--- config.mk ---
export PLATFORM = sky130hd
export DESIGN_NAME = bcd_digit_display_counter
export DESIGN_NICKNAME = d
export VERILOG_FILES = /design/src/rtl/bcd_digit_display_counter.sv
export SDC_FILE = /design/constraint.sdc
export NUM_CORES = 1
export LEC_CHECK = 0
export ABC_AREA = 1
export CAP_MARGIN = 20
export CELL_PAD_IN_SITES_DETAIL_PLACEMENT = 0
export CELL_PAD_IN_SITES_GLOBAL_PLACEMENT = 2
export CORE_UTILIZATION = 28
export CTS_CLUSTER_DIAMETER = 30
export CTS_CLUSTER_SIZE = 25
export DETAILED_ROUTE_END_ITERATION = 7
export PLACE_DENSITY = 0.86
export SYNTH_ARGS = -nofsm -noshare
export SYNTH_HDL_FRONTEND = slang
export SYNTH_SLANG_ARGS = --single-unit
export TNS_END_PERCENT = 1
--- constraint.sdc ---
create_clock -name clk -period 3.3 [get_ports clk]
set_input_delay 0.495 -clock clk [delete_from_list [all_inputs] [get_ports clk]]
set_output_delay 0.495 -clock clk [all_outputs]
set_load 0.05 [all_outputs]
--- src/rtl/bcd_digit_display_counter.sv ---
// bcd_digit_display_counter
//   Counts debounced rising edges of an asynchronous, possibly bouncy input
//   and shows the count (BCD 0-9, wrapping 9->0) on the rightmost digit of a
//   4-digit multiplexed seven-segment display.
//
// Ports:
//   clk                  : system clock, all state updates on rising edge
//   reset                : asynchronous reset, active low
//   pulse                : asynchronous count request (one count per debounced 0->1)
//   seven_segment_data   : active-low segments, bit order {dp,g,f,e,d,c,b,a}
//   seven_segment_enable : active-low digit enables, bit 0 = rightmost digit
//
// Parameters:
//   DEBOUNCE_CYCLES      : consecutive synchronised cycles the input must differ
//                          from the debounced level before that level changes
module bcd_digit_display_counter #(
    parameter int unsigned DEBOUNCE_CYCLES = 4
) (
    input  logic       clk,
    input  logic       reset,
    input  logic       pulse,
    output logic [7:0] seven_segment_data,
    output logic [3:0] seven_segment_enable
);

    localparam int unsigned CNT_W = $clog2(DEBOUNCE_CYCLES) + 1;
    localparam logic [CNT_W-1:0] CNT_LAST = CNT_W'(DEBOUNCE_CYCLES - 1);

    logic             sync1;
    logic             sync2;
    logic             stable;
    logic [CNT_W-1:0] db_cnt;
    logic [3:0]       digit;
    logic             stable_rise;

    // True on exactly the edge where the debounced level is about to flip 0->1,
    // so the digit advances on the same edge that 'stable' rises.
    assign stable_rise = (sync2 != stable) && (db_cnt == CNT_LAST) && sync2;

    always_ff @(posedge clk or negedge reset) begin
        if (!reset) begin
            sync1  <= 1'b0;
            sync2  <= 1'b0;
            stable <= 1'b0;
            db_cnt <= '0;
            digit  <= '0;
        end else begin
            sync1 <= pulse;
            sync2 <= sync1;

            if (sync2 == stable) begin
                db_cnt <= '0;
            end else if (db_cnt == CNT_LAST) begin
                stable <= sync2;
                db_cnt <= '0;
            end else begin
                db_cnt <= db_cnt + 1'b1;
            end

            if (stable_rise) begin
                digit <= (digit == 4'd9) ? 4'd0 : digit + 4'd1;
            end
        end
    end

    always_comb begin
        seven_segment_data = 8'hFF;
        case (digit)
            4'd0:    seven_segment_data = 8'hC0;
            4'd1:    seven_segment_data = 8'hF9;
            4'd2:    seven_segment_data = 8'hA4;
            4'd3:    seven_segment_data = 8'hB0;
            4'd4:    seven_segment_data = 8'h99;
            4'd5:    seven_segment_data = 8'h92;
            4'd6:    seven_segment_data = 8'h82;
            4'd7:    seven_segment_data = 8'hF8;
            4'd8:    seven_segment_data = 8'h80;
            4'd9:    seven_segment_data = 8'h90;
            default: seven_segment_data = 8'hFF;
        endcase
    end

    assign seven_segment_enable = 4'b1110;

endmodule

======== Word-level counts from Yosys, hierarchy flattened ========
Memory sizes are Yosys's and may differ from the RTL's.
Index checks and enable logic that the tools add are counted.
W data, S select, Z words.
storage, ports and cells
  bits in registers ....................... 10
  logic and storage cells ................. 19
  ROM bits ................................ 112
  memories kept ........................... 1
memories
  memory           depth  width  rd ports  clocked after Yosys merged registers in  write ports  line  source
  (no name shown)  16     7      1         0                                        0            68    case (digit)
cells by class
  multiplexer cells ....................... 3
  reduce and logical (&&, ||, !) cells .... 3
  bitwise gates (word level) .............. 1
  add/sub/neg operators ................... 2
  eq/ne operators ......................... 4
operators by type and width
  kind                   count
  $mux W3                2
  $add A4 B1 Y4 const B  1
  $eq A4 B4 Y1 const B   1
  $mux W4                1
  $add A3 B1 Y3 const B  1
  $eq A3 B2 Y1 const B   1
  $logic_and A1 B1 Y1    2
  $reduce_and A2 Y1      1
  $eq A1 B1 Y1           1
  $ne A1 B1 Y1           1
  $not A1 Y1             1

======== Longest topological paths before layout ========
Gate-level depths: netlist of run 1.
  word-level depth ........................ 3
  depth in mapped cells ................... 7
  depth with buffers taken out ............ 7

======== Worst setup path after synthesis of run 1 ========
No wires, ideal clock.
  path type ............................... register to output
  start ................................... reg digit[0]
  end ..................................... out seven_segment_data[3]
  cell stages (with the launch flop) ...... 6
  slack ................................... 0.763 ns
  data arrival time ....................... 2.042 ns
  cell sequence ........................... dfrtp_1 -> inv_1 -> ha_1 -> nand2_1 -> o21ai_0 -> o21ai_0
between the ends
  cells in the longest elaborated chain, start to end .. 1
RTL lines
  what                    line  source
  start, declared         33    logic [3:0] digit;
  start signal, assigned  61    digit <= (digit == 4'd9) ? 4'd0 : digit + 4'd1;
  $mem_v2 Z16 W7          -
  end, declared           22    output logic [7:0] seven_segment_data,
No other way between the ends.

======== Final worst setup path of run 1 ========
Ends and elaborated chain as after synthesis.

==> results.yml, run 1 <==
run_status:
  status: "completed"
timing:
  tns_ns: 0
  worstMarginPinSlew_ns: 0.496
  setup_viol_count_final: 0
  relSlewSlack: 0.668
  rsz0062_at_grt: "no"
  max_freq_mhz: 358
  skew_ns: 0.00123
  period_share: 0.846
  finalCriticalPeriod_ns: 2.79
  hold_violations: 0
  slew_violations: 0
setup_path:
  arrival_ns: 2.30
  critical_path_class: "reg2out"
  cp_max_fo: 6
  rr_worst_depth: 5
  cp-start-kind: "register"
  worstReg2RegStart: "digit[1]$_DFFE_PN0P_"
  worstPathRequired_ns: 2.80
  setup.worst_path.start: "digit[0]$_DFFE_PN0P_"
  end_kind: "primary output"
clocking:
  cts.sinks: 10
  clockRootBuffer: "clkbuf_4"
  cts_buffer_depth: 2
  cts.reportedPaths.clkPinSlew_ns: 0.07
  cts_buffers: 3
  htree_levels: 1
  cts_setup_buffers: 0
  clk_latency_ns: 0.27
  cts.hold.buffers_added: 0
  cts-resized-gates: 0
  cts_tree: "built"
yosys:
  ys_warn_count: 0
  ys_seq_area_frac: 0.389
  synth_top_cell_by_area: "dfrtp_1"
  synth_area_um2: 643
  synth.avg_cell_area_um2: 7.57
  netlist_top_cells_area: "dfrtp_1 (39%), ha_1 (12%), nand2_1 (11%)"
  ys_ff_latch: 10
  postSynthCellCount: 85
  yosysTopAreaCellShare: 0.389
  synth_cell_type_count: 15
drt:
  dr.pass1.iters: 4
  drc_errors: 0
  wl_um: 1160
  wl_per_cell_um: 9.47
  wl_met3_um: 37
  wl_met2_um: 535
  ant_nets: 0
  vias: 541
  routed_via_density: 4.43
  drt_iter0_drc: 10
  top_layer_used: "met4"
  met1_length_um: 537
grt:
  grt_max_degree: 14
  grt_pass1_wl_um: 2020
  overflow: 0
  antenna_found_initial: 0
  grt_pass1_vias: 484
  groute.usage.overall: 0.110
placement:
  dp_hpwl_um: 921
  io_buffers: 9
  gp_congestion: 0.863
  dpl-instance-area_um2: 733
  dp_cells: 118
run:
  max_cap_violations: 0
layout:
  syn2layout_area_growth_pct: 19.6
  final_area_um2: 769
  nets: 105
  layout-drive-gt1-share: 0.0632
  finalNonFillerCells: 122
  antenna_cells: 0
  fillers: 223
floorplan:
  die_h_um: 49.9
  rows: 16
  die-area_um2: 2490
  core_um2: 2060
  start_util: 0.312
  io_pins: 15
  die_w_um: 49.9
hold_path:
  worstHoldStart: "sync1$_DFF_PN0_"
  hold_path_class: "reg2reg"
  hold_depth: 0
power:
  power.density_nw_per_um2: 887
  p_leak_nw: 0.390
  ir_drop_v: 0.000318
==> layout by cell type, fill, tap and decap left out <==
cell / Yosys / final
clkbuf_4: 0 / 3
clkbuf_8: 0 / 1
clkdlybuf4s50_1: 0 / 9
conb_1: 2 / 5
dfrtp_1: 10 / 10
ha_1: 6 / 6
inv_1: 10 / 10
nand2_1: 19 / 19
nand3_1: 7 / 7
nand4_1: 1 / 1
nor2_1: 8 / 8
nor2_2: 1 / 1
nor3_1: 2 / 2
o211ai_1: 1 / 1
o21ai_0: 10 / 10
o21ai_1: 1 / 1
or2_2: 1 / 1
==> where the power goes <==
part | switching (mW) | total, mW | internal, mW
logic | 0.264 | 0.392 | 0.127
registers | 0.0293 | 0.179 | 0.149
clock network | 0.0455 | 0.113 | 0.0671
total | 0.339 | 0.683 | 0.344
==> critical path, cell delays in order, from the launching register on <==
cell	delay [ns]
dfrtp_1	0.44
inv_1	0.14
ha_1	0.33
nand2_1	0.08
o21ai_0	0.07
o21ai_0	0.15
clkdlybuf4s50_1	0.82
==> cells in the mapped netlist (all sizes together) <==
library cell and number:
nand2 19, inv 10, nand4 1, ha 6, o21ai 11, nor3 2
or2 1, dfrtp 10, buf 6, o211ai 1, nor2 9, conb 2
nand3 7
==> state kept, by name, indices dropped and copies added (netlist names) <==
signal / cells
db_cnt: 3
digit: 4
stable: 1
sync1: 1
sync2: 1
==> cell type report <==
cell class                 instances  area [um^2]  share of cell area
timing repair buffer               9         90.1               0.117
multi-input combinational         62          322               0.418
tap                               27         33.8              0.0439
clock buffer                       4         36.3              0.0472
inverter                          10         37.5              0.0488
sequential                        10          250               0.325
==> kinds of logic (layout without fill, tap and decap cells) <==
family	Yosys count	after routing	synth area share
and+or+nand+nor	39	39	0.257
buffers and inverters	16	23	0.128
AOI/OAI and AO/OA	12	12	0.0973
DFF	10	10	0.389
adders and majority gates	6	6	0.117
other	2	5	0.0117
==> worst paths after layout <==
| check | endpoint | slack, ns |
|---|---|---|
| max | seven_segment_data[3] | 0.51 |
| min | sync2$_DFF_PN0_ | 0.36 |
| max reg2reg | digit[0]$_DFFE_PN0P_ | 1.99 |
| min reg2reg | sync2$_DFF_PN0_ | 0.36 |
| max in group asynchronous | digit[2]$_DFFE_PN0P_ | 2.47 |
| min in group asynchronous | db_cnt[2]$_DFF_PN0_ | 0.53 |
==> metrics by stage <==
| step | utilization | hold slack [ns] | power, mW | setup slack, ns |
|---|---|---|---|---|
| 4_1_cts | 0.373 | 0.363 | 0.690 | 0.481 |
| 3_5_place_dp | 0.356 | 0.347 | 0.575 | 0.790 |
| 5_1_grt | 0.373 | 0.378 | 0.726 | 0.390 |
| 2_1_floorplan | - | 0.199 | 0.467 | 0.763 |
| 3_3_place_gp | 0.356 | 0.344 | 0.571 | 0.842 |
| 6_report | 0.373 | 0.360 | 0.683 | 0.507 |
==> metal layers <==
layer  up-vias  global-route usage
li1        278                   -
met1       242               0.130
met2        16               0.173
met3         5             0.00926
met4         0               0.100
met5         -                   0
Power figures use the tool's default switching activity.
==> inputs of run 2 (changes only) <==
Settings changed: CORE_UTILIZATION 28 to 26, PLACE_DENSITY 0.86 to 0.81.
Clock period 3.3 ns to 2.7 ns, I/O delays scaled along.
==> results.yml, run 2 (synthesis results as in run 1) <==
drt:
  wl_um: 1140
  routed_via_density: 4.45
  drc_errors: 0
  ant_nets: 0
  drt_iter0_drc: 8
  wl_per_cell_um: 9.34
  vias: 543
  dr.pass1.iters: 4
layout:
  fin_util: 0.332
  layout-drive-gt1-share: 0.0638
  layout_commonest_cell: "nand2_1"
  syn2layout_area_growth_pct: 17.3
  layout_common_cells: "nand2_1 (19), inv_1 (10), o21ai_0 (10), dfrtp_1 (10)"
  regMostFlops: "digit"
  antenna_cells: 0
  largestRegisters: "digit (4), db_cnt (3)"
  nets: 105
  largest_reg_flops: 4
setup_path:
  cp_max_fo: 6
  setup.worst_path.start: "digit[1]$_DFFE_PN0P_"
  critical_path_class: "reg2out"
  rr_worst_depth: 5
  worstReg2RegStart: "digit[1]$_DFFE_PN0P_"
  end_kind: "primary output"
  worstPathRequired_ns: 2.30
  arrival_ns: 2.13
  reg2reg_slack_ns: 1.41
  cp-start-kind: "register"
timing:
  max_freq_mhz: 395
  tns_ns: 0
  skew_ns: 0.00349
  finalCriticalPeriod_ns: 2.53
  setup_viol_count_final: 0
  rsz0062_at_grt: "no"
  slew_violations: 0
  hold_violations: 0
  period_share: 0.939
clocking:
  cts_buffers: 3
  cts_buffer_depth: 2
  cts-resized-gates: 0
  cts.reportedPaths.clkPinSlew_ns: 0.06
  clk_latency_ns: 0.25
  cts.sinks: 10
  cts.hold.buffers_added: 0
  htree_levels: 1
  cts_setup_buffers: 0
  cts_tree: "built"
  clockRootBuffer: "clkbuf_4"
placement:
  dp_hpwl_um: 887
  gp_congestion: 0.772
  io_buffers: 9
grt:
  overflow: 0
  grt_pass1_vias: 438
  antenna_found_initial: 0
  groute.usage.overall: 0.0981
  grt_pass1_wl_um: 1930
  grt_max_degree: 14
floorplan:
  io_pins: 15
  rows: 17
  start_util: 0.283
  die_h_um: 51.7
  core_um2: 2280
  die-area_um2: 2680
  die_w_um: 51.7
run_status:
  status: "completed"
power:
  p_leak_nw: 0.384
  report.power.total_uw: 789
  switching_share: 0.510
  p_switching_uw: 402
  comb_power_share: 0.599
  intPower_uw: 386
  clkPwrFrac: 0.121
  power.density_nw_per_um2: 1050
  power_frac_seq: 0.279
  ir_drop_v: 0.000533
hold_path:
  worstHoldStart: "sync1$_DFF_PN0_"
  hold_depth: 0
  hold_path_class: "reg2reg"
run:
  max_cap_violations: 0
run 2: cell count changes in the layout (fill, tap and decap cells not counted):
cell             change
clkbuf_8             -1
clkdlybuf4s50_1      -1
buf_4                +1
run 2: final timing paths:
| kind | endpoint |
|---|---|
| max in group asynchronous | digit[1]$_DFFE_PN0P_ |
| setup / recovery | seven_segment_data[0] |
| setup reg to reg | digit[0]$_DFFE_PN0P_ |
| hold / removal | sync2$_DFF_PN0_ |
| min in group asynchronous | db_cnt[1]$_DFF_PN0_ |
| hold reg to reg | sync2$_DFF_PN0_ |
run 2: final cells by class:
class | count | area, um^2
timing repair buffer | 9 | 87.6
inverter | 10 | 37.5
clock buffer | 3 | 22.5
sequential | 10 | 250
fill | 244 | 1520
multi-input combinational | 62 | 322
tap | 28 | 35.0
run 2: metrics by stage:
stage / instances / area [um^2] / hold slack (ns) / setup WS, ns
after detailed placement: 119 / 732 / 0.338 / 0.435
after floorplan: 88 / 654 / 0.109 / 0.253
after global placement: 119 / 732 / 0.347 / 0.431
final: 122 / 754 / 0.354 / 0.166
after CTS: 122 / 754 / 0.361 / 0.146
after global routing: 122 / 754 / 0.374 / 0.00863
run 2: power groups by stage:
stage | sequential [mW] | combinational (mW) | clock (mW)
finish | 0.220 | 0.473 | 0.0956
global route | 0.225 | 0.516 | 0.109
CTS | 0.220 | 0.476 | 0.102
detailed placement | 0.222 | 0.476 | 0
global placement | 0.220 | 0.479 | 0
floorplan | 0.209 | 0.362 | 0
run 2: per-layer routing:
layer / GRT usage / vias up / wire [um]
met5: 0 / - / 0
met4: 0.0676 / 0 / 0
met3: 0.00877 / 0 / 35
met2: 0.130 / 12 / 519
met1: 0.147 / 254 / 584
li1: - / 277 / -
run 2: critical path, stage by stage, from the launching register on:
cell,delay (ns)
dfrtp_1,0.44
inv_1,0.16
ha_1,0.23
nor2_1,0.05
o21ai_0,0.17
clkdlybuf4s50_1,0.82
